--- config.mk ---
export PLATFORM = sky130hd
export DESIGN_NAME = oled_spi_receiver
export DESIGN_NICKNAME = d
export VERILOG_FILES = /design/src/rtl/oled_spi_receiver.sv
export SDC_FILE = /design/constraint.sdc
export NUM_CORES = 1
export LEC_CHECK = 0
export CORE_MARGIN = 1
export CORE_UTILIZATION = 44
export CTS_BUF_LIST = sky130_fd_sc_hd__clkbuf_2
export DETAILED_ROUTE_END_ITERATION = 12
export SLEW_MARGIN = 20
export SYNTH_ARGS = -nofsm -noshare
export SYNTH_HDL_FRONTEND = slang
export SYNTH_SLANG_ARGS = --single-unit
--- constraint.sdc ---
create_clock -name clk -period 3.2 [get_ports clk]
set_clock_uncertainty 0.05 [all_clocks]
set_input_delay 0.64 -clock clk [delete_from_list [all_inputs] [get_ports clk]]
set_output_delay 0.64 -clock clk [all_outputs]
set_load 0.01 [all_outputs]
--- src/rtl/oled_spi_receiver.sv ---
// SPI mode-0 receiver for the OLED link: synchronises the raw SPI pins,
// rebuilds D/C-tagged bytes and queues them in a small valid/ready FIFO.
//
// state | meaning
// IDLE  | chip select released, SPI clock edges ignored
// SHIFT | chip select asserted, shifting bits in MSB first
module oled_spi_receiver #(
  parameter int SYNC_STAGES = 2,
  parameter int FIFO_DEPTH  = 4
) (
  input  logic        clk,
  input  logic        reset,
  input  logic        spi_cs,
  input  logic        spi_clk,
  input  logic        spi_mosi,
  input  logic        oled_dc,
  output logic [7:0]  rx_data,
  output logic        rx_dc,
  output logic        rx_valid,
  input  logic        rx_ready,
  output logic        overflow,
  output logic        frame_err,
  output logic [15:0] byte_count
);

  localparam int AW = $clog2(FIFO_DEPTH);
  localparam int CW = AW + 1;
  localparam logic [CW-1:0] FULL_CNT = CW'(FIFO_DEPTH);

  typedef enum logic {IDLE, SHIFT} state_t;
  state_t state, state_nxt;

  logic [SYNC_STAGES-1:0] cs_sync, sclk_sync, mosi_sync, dc_sync;
  logic                   cs_d, sclk_d;
  logic                   cs_s, sclk_s, mosi_s, dc_s;
  logic                   cs_fall, cs_rise, sclk_rise;

  logic [7:0] shift_reg;
  logic [2:0] bit_cnt;
  logic       bit_clr, bit_shift, push_req, err_nxt;
  logic [8:0] push_data;

  logic [8:0]    mem [FIFO_DEPTH];
  logic [AW-1:0] wr_ptr, rd_ptr;
  logic [CW-1:0] count;
  logic [8:0]    last_rd;
  logic          full, pop, push_ok;

  always_ff @(posedge clk) begin
    if (reset) begin
      cs_sync   <= '1;
      sclk_sync <= '0;
      mosi_sync <= '0;
      dc_sync   <= '0;
      cs_d      <= 1'b1;
      sclk_d    <= 1'b0;
    end else begin
      cs_sync   <= {cs_sync[SYNC_STAGES-2:0], spi_cs};
      sclk_sync <= {sclk_sync[SYNC_STAGES-2:0], spi_clk};
      mosi_sync <= {mosi_sync[SYNC_STAGES-2:0], spi_mosi};
      dc_sync   <= {dc_sync[SYNC_STAGES-2:0], oled_dc};
      cs_d      <= cs_s;
      sclk_d    <= sclk_s;
    end
  end

  assign cs_s      = cs_sync[SYNC_STAGES-1];
  assign sclk_s    = sclk_sync[SYNC_STAGES-1];
  assign mosi_s    = mosi_sync[SYNC_STAGES-1];
  assign dc_s      = dc_sync[SYNC_STAGES-1];
  assign cs_fall   = cs_d & ~cs_s;
  assign cs_rise   = ~cs_d & cs_s;
  assign sclk_rise = ~sclk_d & sclk_s;

  always_ff @(posedge clk) begin
    if (reset) state <= IDLE;
    else       state <= state_nxt;
  end

  // CS release wins over a coincident SCLK edge so a closing frame never pushes.
  always_comb begin
    state_nxt = state;
    bit_clr   = 1'b0;
    bit_shift = 1'b0;
    push_req  = 1'b0;
    err_nxt   = 1'b0;
    case (state)
      IDLE: begin
        if (cs_fall) begin
          state_nxt = SHIFT;
          bit_clr   = 1'b1;
        end
      end
      SHIFT: begin
        if (cs_rise) begin
          state_nxt = IDLE;
          bit_clr   = 1'b1;
          err_nxt   = (bit_cnt != 3'd0);
        end else if (sclk_rise) begin
          bit_shift = 1'b1;
          push_req  = (bit_cnt == 3'd7);
        end
      end
      default: state_nxt = IDLE;
    endcase
  end

  always_ff @(posedge clk) begin
    if (reset) begin
      shift_reg <= '0;
      bit_cnt   <= '0;
    end else if (bit_clr) begin
      bit_cnt   <= '0;
    end else if (bit_shift) begin
      shift_reg <= {shift_reg[6:0], mosi_s};
      bit_cnt   <= bit_cnt + 3'd1;
    end
  end

  assign push_data = {dc_s, shift_reg[6:0], mosi_s};
  assign rx_valid  = (count != '0);
  assign full      = (count == FULL_CNT);
  assign pop       = rx_valid && rx_ready;
  assign push_ok   = push_req && (!full || pop);

  always_ff @(posedge clk) begin
    if (push_ok) mem[wr_ptr] <= push_data;
  end

  always_ff @(posedge clk) begin
    if (reset) begin
      wr_ptr     <= '0;
      rd_ptr     <= '0;
      count      <= '0;
      last_rd    <= '0;
      overflow   <= 1'b0;
      frame_err  <= 1'b0;
      byte_count <= '0;
    end else begin
      frame_err <= err_nxt;
      if (push_ok) begin
        wr_ptr     <= wr_ptr + 1'b1;
        byte_count <= byte_count + 16'd1;
      end
      if (push_req && !push_ok) overflow <= 1'b1;
      if (pop) begin
        rd_ptr  <= rd_ptr + 1'b1;
        last_rd <= mem[rd_ptr];
      end
      case ({push_ok, pop})
        2'b10:   count <= count + 1'b1;
        2'b01:   count <= count - 1'b1;
        default: count <= count;
      endcase
    end
  end

  // Empty FIFO keeps presenting the most recently consumed entry.
  assign rx_data = rx_valid ? mem[rd_ptr][7:0] : last_rd[7:0];
  assign rx_dc   = rx_valid ? mem[rd_ptr][8]   : last_rd[8];

endmodule

# Word-level counts from Yosys, hierarchy flattened
# Memory sizes are Yosys's and may differ from the RTL's. A register that Yosys moved wholly into a read port is not among the register bits.
# Cells that the tools add are included.
# totals
register_bits	55
latch_bits	0
ram_bits	36
rom_bits	0
input_bits	7
wordCells	66
n_memories	1
# mem_list
memory	words	width	rd	rd_ports_with_merged_regs	write_ports	line_no	source
mem	4	9	1	1	1	43	logic [8:0] mem [FIFO_DEPTH];
# op_classes
n_addsub	6
mul	0
div_mod_pow	0
n_lt_le_gt_ge	0
eq_ne	4
shift	0
mux	18
bitwise_logic	9
n_reduce_logical	12
# ops
op	n
16-bit by 1-bit adder with 16-bit output, second input constant	1
1-bit two-way mux	12
8-bit two-way mux	1
3-bit by 1-bit adder with 3-bit output, second input constant	2
3-bit == test, second input constant	2
1-bit inverter	6
3-bit case mux with 2 select lines	1
3-bit nonzero test	2
2-bit by 1-bit adder with 2-bit output, second input constant	2
2-bit two-way mux	2
1-bit case mux with 2 select lines	2
1-bit bitwise AND	3
1-bit logical AND	3
3-bit OR reduction	1
3-bit by 1-bit subtractor with 3-bit output, second input constant	1
2-bit by 1-bit == test with 1-bit output, second input constant	1
2-bit == test, second input constant	1
1-bit logical NOT	2
2-bit AND reduction	1
2-bit nonzero test	1
2-bit OR reduction	1
1-bit logical OR	1

# Longest topological paths before layout
# Gate-level depths: netlist (run 1).
# logic_depth
word_depth	8
ltp_mapped	9
ltp_nobuf	8

# Worst setup path before layout (run 1)
# No wires, ideal clock.
# synth_path
kind	reg-to-reg
from	register bit_cnt[0]
to	register count[2]
setup_time_ns	0.123
arrival_ns	2.214
t_required_ns	3.027
slack_ns	0.812
path_stages_with_launch	10
n_path_buf	1
period_less_slack_ns	2.388
path_cell_list	dfxtp_1 -> ha_1 -> ha_1 -> and4b_1 -> buf_2 -> a21oi_1 -> fa_1 -> a211oi_1 -> a31oi_4 -> mux2_1
# synth_via
elab_chain_cells	7
word_cells_on_any_way	9
# synth_rtl
item	line_no	source
from (decl)	39	logic [2:0] bit_cnt;
from (signal assigned)	116	bit_cnt <= bit_cnt + 3'd1;
3-bit == test (*)	101	push_req = (bit_cnt == 3'd7);
1-bit two-way mux (*)	99	end else if (sclk_rise) begin
1-bit two-way mux (*)	95	if (cs_rise) begin
1-bit two-way mux (*)	87	case (state)
1-bit logical AND (*)	124	assign push_ok = push_req && (!full || pop);
2-bit by 1-bit == test with 1-bit output / 2-bit == test (equally long branches)	150	case ({push_ok, pop})
3-bit case mux with 2 select lines / 2-bit nonzero test (equally long branches)	-	
to (signal assigned)	151	2'b10: count <= count + 1'b1;
to (signal assigned)	152	2'b01: count <= count - 1'b1;
to (signal assigned)	153	default: count <= count;
to (decl)	45	logic [CW-1:0] count;
# Mark *: on every way between the ends. The rest lies on a longest branch, timed or not.
# A chain may end at the register's enable or synchronous reset.

==> metrics.md, run 1 <==
| Metric | Value |
|---|---|
| CP arrival | between 2000 and 2500 ps |
| Ports | 35 |
| DRT Pass-1 Iters | 4 |
| Crit path to | rx_data[3] |
| DR vias | approximately 2400 |
| Final ANT Viol Nets | 0 |
| Antenna violations before repair | 0 |
| Max_slew headroom | about two fifths |
| Synth async-reset ratio | 0% |
| Commonest non-fill, non-tap cell in the layout | dfxtp_1 |
| Placed cells | between 400 and 500 |
| RSZ-0062 raised after global routing | false |
| Layout cells sized above 1 | between 10% and 20% |
| Cells on worst reg2reg path | 8 |
| RR Startpoint | bit_cnt[0] |
| Initial core utilization | between 40 and 50% |
| Die Area | just over 9000 µm² |
| Mapped Area | ~3800 µm² |
| Final Setup Violations | 0 |
| Iter 0 DRT Violations | ~140 |
| First-pass GRT wire length | around 11 mm |
| Pwr Total | around 1800 µW |
| Largest net degree at the start of global routing | about 50 |
| Inserted Diodes | 0 |
| Yosys warns | 0 |
| Max-Cap Viols | 0 |
| Placed inst area | ~4200 µm² |
| Max reg flops | 36 |
| Register area share after synthesis | between 50 and 60% |
| Final Wtd Congestion | about 0.7 |
| Synth Flop Type | dfxtp_1 |
| CTS Buf Count | 9 |
| WL/cell | ~14 µm |
| Fmax | 327.2 MHz |
| Post-Route WL | between 6 and 7 mm |
| CTS Buffer Depth | 2 |
| PwrDens | around 420 nW/µm² |
| Clock sinks | between 90 and 100 |
| Final cell count without fillers | 460 |
| Crit path kind | reg2out |
| GRT Residual Overflow | 0 |
| Fin util | about 53% |
| Syn avg cell area | approximately 12 µm² |
| Post-DR vias/cell | slightly above 5 |
| Final Cycle Share | roughly 96% |
| Critical Path RT | between 2000 and 3000 ps |
| LEAKAGE | between 0.001 and 0.0015 µW |
| Slew @ Worst Pin | roughly 900 ps |
| Nets@finish | roughly 370 |
| Pins Over Slew Limit | 0 |
| Final setup TNS | 0 ps |
| Critical R2R Capture | count[2] |
| Worst Setup Start Kind | flop |
| Core area | 8299 µm² |
| Area delta synth->final | 14.48% |
| Clock-pin transition on the worst setup and hold timing paths | roughly 240 ps |
| Die height | around 95 µm |
| Synthesis-stage register bit count | 93 |
| Minimum clock period after layout | just over 3000 ps |
| Cell count after synthesis | between 300 and 400 |
| EDFF count, synth | 36 |
| Filler cells | about 730 |
| H-tree depth | 3 |
| PortBufs | 34 |
| Cell row count | 33 |
| Final Cell Area | around 4400 µm² |
| Root Buffer | clkbuf_2 |
| Post-DP HPWL | between 4 and 5 mm |
| Post-synthesis cell type count | 44 |
| Vias in the first global route | 2161 |
| Clock latency on the worst-skew pair | 530 ps |
| Reg2reg setup slack | roughly 500 ps |
| Largest registers | mem: 36 flops, byte_count: 16 flops, last_rd: 9 flops |
| Critical Path End Type | output port |
| Residual DRC | 0 |
| Die width | roughly 95 µm |
| Final hold violations | 0 |
| Outcome | completed |
| Syn nets | 332 |
| Largest register by flop count | mem |
| CTS tree | built |
| Hold WC Path Type | reg2reg |
| Most frequent cells in the layout | dfxtp_1, edfxtp_1, clkdlybuf4s50_1, nand2_1 |
| Crit path max fanout | 9 |
| Total GRT Usage | 15.52% |
| Peak supply drop | roughly 0.2 mV |
cell type report:
class,count,area (µm²),share of cell area (%)
sequential,93,2222,50.82
clock inverter,5,60.06,1.373
clock buffer,11,55.05,1.259
tap,105,131.4,3.004
timing repair buffer,39,376.6,8.612
multi-input combinational,197,1490,34.08
inverter,10,37.54,0.8584
worst min path at each step:
| stage | slack, ps | startpoint | cells after the start | end |
|---|---|---|---|---|
| floorplan | 340 | cs_sync[0] | 1 | cs_sync[1] |
| global placement | 340 | cs_sync[0] | 1 | cs_sync[1] |
| detailed placement | 350 | cs_sync[0] | 1 | cs_sync[1] |
| CTS | 410 | cs_sync[0] | 1 | cs_sync[1] |
| global route | 420 | cs_sync[0] | 1 | cs_sync[1] |
| finish | 400 | cs_sync[0] | 1 | cs_sync[1] |
what timing repair did:
action | CTS | global route
setup buffers | 0 | 0
hold endpoints to repair | 0 | 0
hold buffers | 0 | 0
endpoints found under the setup margin | 0 | 8
resized for setup | 0 | 1
per-stage QoR:
stage | worst slack, ps | hold slack [ps]
finish | 143.8 | 396.8
detailed placement | 376.1 | 353.5
floorplan | 812.4 | 339.5
CTS | 46.23 | 406.0
global route | 1.072 | 419.9
global placement | 431.1 | 343.2
layer usage:
metal,wire (µm),GRT usage [%]
met5,0,0
met4,68,4.167
met3,206,4.785
met2,2968,24.70
met1,3178,20.47
synthesized netlist by cell type, types with 2 or more instances:
cell type	instances	share of area (%)
or4b_1	2	0.52
mux2_2	14	4.1
o31ai_1	7	1.4
nand2b_1	3	0.49
mux4_2	9	5.3
o21ai_0	3	0.39
clkbuf_1	9	0.88
nand2_1	29	2.8
a21oi_1	24	3.1
buf_2	5	0.65
xnor2_1	5	1.1
inv_1	10	0.98
nor3_1	3	0.39
dfxtp_1	57	30
edfxtp_1	36	28
nor2b_1	15	2.5
ha_1	8	2.6
and2_1	4	0.65
or3_1	2	0.33
or2_2	4	0.65
nand3_1	4	0.52
buf_6	2	0.59
nand4_1	3	0.49
nor2_1	24	2.4
mux2i_1	10	2.6
or4_1	6	1.2
worst max-delay path, cell delays in order (launching register included):
cell             delay (ps)
dfxtp_1                 380
buf_6                   170
mux4_2                  540
mux2_2                  290
clkdlybuf4s50_1         480
where the power goes:
| group | switching (µW) | total, µW | internal, µW |
|---|---|---|---|
| combinational | 18.5 | 33.0 | 14.6 |
| clock | 379 | 569 | 190 |
| sequential | 4.29 | 1230 | 1230 |
logic make-up (layout without fill, tap and decap cells):
| family | count (synthesis) | after routing | share of synthesized area, % |
|---|---|---|---|
| AOI/OAI and AO/OA | 39 | 39 | 6.322 |
| xor gates and xnor gates | 6 | 6 | 1.376 |
| adders and majority gates | 9 | 9 | 3.145 |
| buffers and inverters | 26 | 65 | 3.112 |
| DFF | 93 | 93 | 58.17 |
| muxes | 34 | 34 | 12.35 |
| and+or+nand+nor | 109 | 109 | 15.53 |
(Power assumes the default switching activity.)
==> inputs of run 2 (changes only) <==
- CORE_UTILIZATION: 44 -> 50
- PLACE_DENSITY: unset -> 0.71
==> run 2 against run 1 <==
Utilization up 6.3 points. Final area down 1.1%. Hold slack worse by 2.3 ps. Setup slack worse by 25 ps. Power down 5.1%. Critical path depth unchanged. Clock power down 16%. Wire length down 1.2%. Flip-flop and latch count unchanged.
==> metrics.md, run 2 (synthesis gave the netlist of run 1 again) <==
| Metric | Value |
|---|---|
| Outcome | completed |
| Ports | 35 (unchanged) |
| CTS Buffer Depth | 2 (unchanged) |
| DRT Pass-1 Iters | 4 (unchanged) |
| First-pass GRT wire length | 10.35 mm (-2.0%) |
| Nets@finish | 365 (-0.27%) |
| Largest net degree at the start of global routing | 43 (-12%) |
| Largest register by flop count | mem |
| Worst Setup Start Kind | flop |
| Final worst slack | 119.1 ps (-24.70 ps) |
| Slew @ Worst Pin | 1023 ps (+120.7 ps) |
| Hold WS | 394.5 ps (-2.252 ps) |
| Post-DR vias/cell | 5.272 (+2.8%) |
| Final Cycle Share | 96.28% (+0.77 points) |
| H-tree depth | 3 (unchanged) |
| Final Setup Violations | 0 (unchanged) |
| Filler cells | 590 (-19%) |
| Die width | 89.41 µm (-6.1%) |
| Clock-pin transition on the worst setup and hold timing paths | 230 ps (about the same) |
| Final setup TNS | 0 ps (unchanged) |
| Area delta synth->final | 13.17% |
| Fin util | 58.97% (+6.3 points) |
| Iter 0 DRT Violations | 129 (-8.5%) |
| Int Power | 1346 µW (-6.1%) |
| Sw Ratio | 22.67% (+0.80 points) |
| Die height | 89.41 µm (-6.1%) |
| Layout cells sized above 1 | 14.69% (-0.80 points) |
| Largest registers | mem: 36 flops, byte_count: 16 flops, last_rd: 9 flops |
| CP arrival | 2390 ps (+20 ps) |
| Seq. cell area | 2223 µm² (about the same) |
| Most frequent cells in the layout | dfxtp_1, edfxtp_1, clkdlybuf4s50_1, nand2_1 |
| Post-CTS Setup Bufs | 0 (unchanged) |
| Cts hold-fix bufs | 0 (unchanged) |
| Residual DRC | 0 (unchanged) |
| Peak supply drop | 0.2201 mV (+12%) |
| Die Area | 7993 µm² (-12%) |
| LEAKAGE | 0.001465 µW (+0.14%) |
| Max_slew headroom | 31.41% (-8.4 points) |
| Pins Over Slew Limit | 0 (unchanged) |
| GRT Residual Overflow | 0 (unchanged) |
| Vias in the first global route | 2211 (+2.3%) |
| Inserted Diodes | 0 (unchanged) |
| Total GRT Usage | 17.45% (+1.9 points) |
| Max-Cap Viols | 0 (unchanged) |
| Post-Route WL | 6.342 mm (-1.2%) |
| DR vias | 2388 (+1.2%) |
| Hold WC Path Type | reg2reg |
| Clock sinks | 93 (unchanged) |
| Initial core utilization | 52.11% (+6.1 points) |
| Minimum clock period after layout | 3081 ps (+24.70 ps) |
| PortBufs | 34 (unchanged) |
| WL/cell | 14.00 µm (+0.28%) |
| CTS Buf Count | 9 (unchanged) |
| Crit path max fanout | 9 (unchanged) |
| Fmax | 324.6 MHz (-0.80%) |
| Area of the multi-input gates | 1484 µm² (-0.42%) |
| Crit path kind | reg2out |
| Final Wtd Congestion | 0.7386 (+4.1%) |
| Clock latency on the worst-skew pair | 530 ps (about the same) |
| Antenna violations before repair | 0 (unchanged) |
| Sequential share of power | 70.8% (+3.6 points) |
| RSZ-0062 raised after global routing | false |
| Place WS | 405.8 ps (+29.73 ps) |
| Critical Path RT | 2510 ps (about the same) |
| Cell row count | 31 (-6.1%) |
| Combinational share of power | 1.8% (about the same) |
| Root Buffer | clkbuf_2 |
| CTS tree | built |
| Commonest non-fill, non-tap cell in the layout | dfxtp_1 |
| PwrDens | 402.8 nW/µm² (-4.0%) |
| Pwr Total | 1741 µW (-5.1%) |
| Critical Path End Type | output port |
| Psw | 394.8 µW (-1.7%) |
| Final hold violations | 0 (unchanged) |
| Post-DP HPWL | 4.269 mm (-0.73%) |
| Max reg flops | 36 (unchanged) |
| Clock network fraction of design power | 27.4% (-3.6 points) |
| Final ANT Viol Nets | 0 (unchanged) |
| Core area | 7331 µm² (-12%) |
==> run 2: cell types whose count changed in the layout (fill, tap and decap cells not counted) <==
| cell | previous run | this run |
|---|---|---|
| nor3_4 | 1 | 0 |
| clkinv_1 | 0 | 3 |
| nor3_2 | 1 | 2 |
| dfxtp_2 | 0 | 1 |
| buf_4 | 4 | 3 |
| inv_6 | 1 | 0 |
| dlymetal6s2s_1 | 0 | 1 |
| bufinv_16 | 1 | 0 |
| clkdlybuf4s50_1 | 33 | 32 |
| dfxtp_1 | 57 | 56 |
| clkinv_2 | 1 | 0 |
==> run 2: per-stage QoR <==
step           instances  cell area, µm²
2_1_floorplan        316            3820
3_3_place_gp         437            4233
3_5_place_dp         437            4233
4_1_cts              453            4315
5_1_grt              453            4323
6_report             453            4323
==> run 2: path summary, 6_finish.rpt <==
kind	startpoint	endpoint	slack, ps	cells after the start
max reg2reg	bit_cnt[0]	count[2]	620	8
min reg2reg	cs_sync[0]	cs_sync[1]	390	1
min	cs_sync[0]	cs_sync[1]	390	1
max	flop	rx_data[4]	120	4
==> run 2: per-layer routing <==
layer  vias to the layer above  wire length, µm  GRT usage [%]
met5                         -                0              0
met2                        45             2966          27.48
met4                         0              103          5.628
li1                       1193                -              -
met1                      1142             3029          23.60
met3                         8              243          4.709
==> run 2: power groups by stage <==
stage / Clock (µW) / Sequential (µW) / Combinational, µW
after floorplan: 0 / 1260 / 20.1
after global placement: 0 / 1260 / 31.2
after detailed placement: 0 / 1260 / 31.9
after CTS: 487 / 1230 / 32.0
after global routing: 533 / 1240 / 35.5
final: 476 / 1230 / 31.1
==> run 2: layout make-up <==
cell class                      instances  share of cell area [%]
Clock buffer                           11                   1.274
Clock inverter                          5                  0.6368
Inverter                               10                  0.8683
Multi-Input combinational cell        197                   34.33
Sequential cell                        93                   51.43
Tap cell                               99                   2.865
Timing Repair Buffer                   38                   8.596
==> run 2: worst max-delay path: stages (launching register included) <==
cell and delay (ps):
dfxtp_2 380, buf_6 160, mux4_2 550, mux2_2 290, clkdlybuf4s50_1 480
==> run 2: what timing repair did <==
action	4_1_cts	5_1_grt
resized for setup	0	3
setup endpoints to repair	0	9
endpoints found under the hold margin	0	0
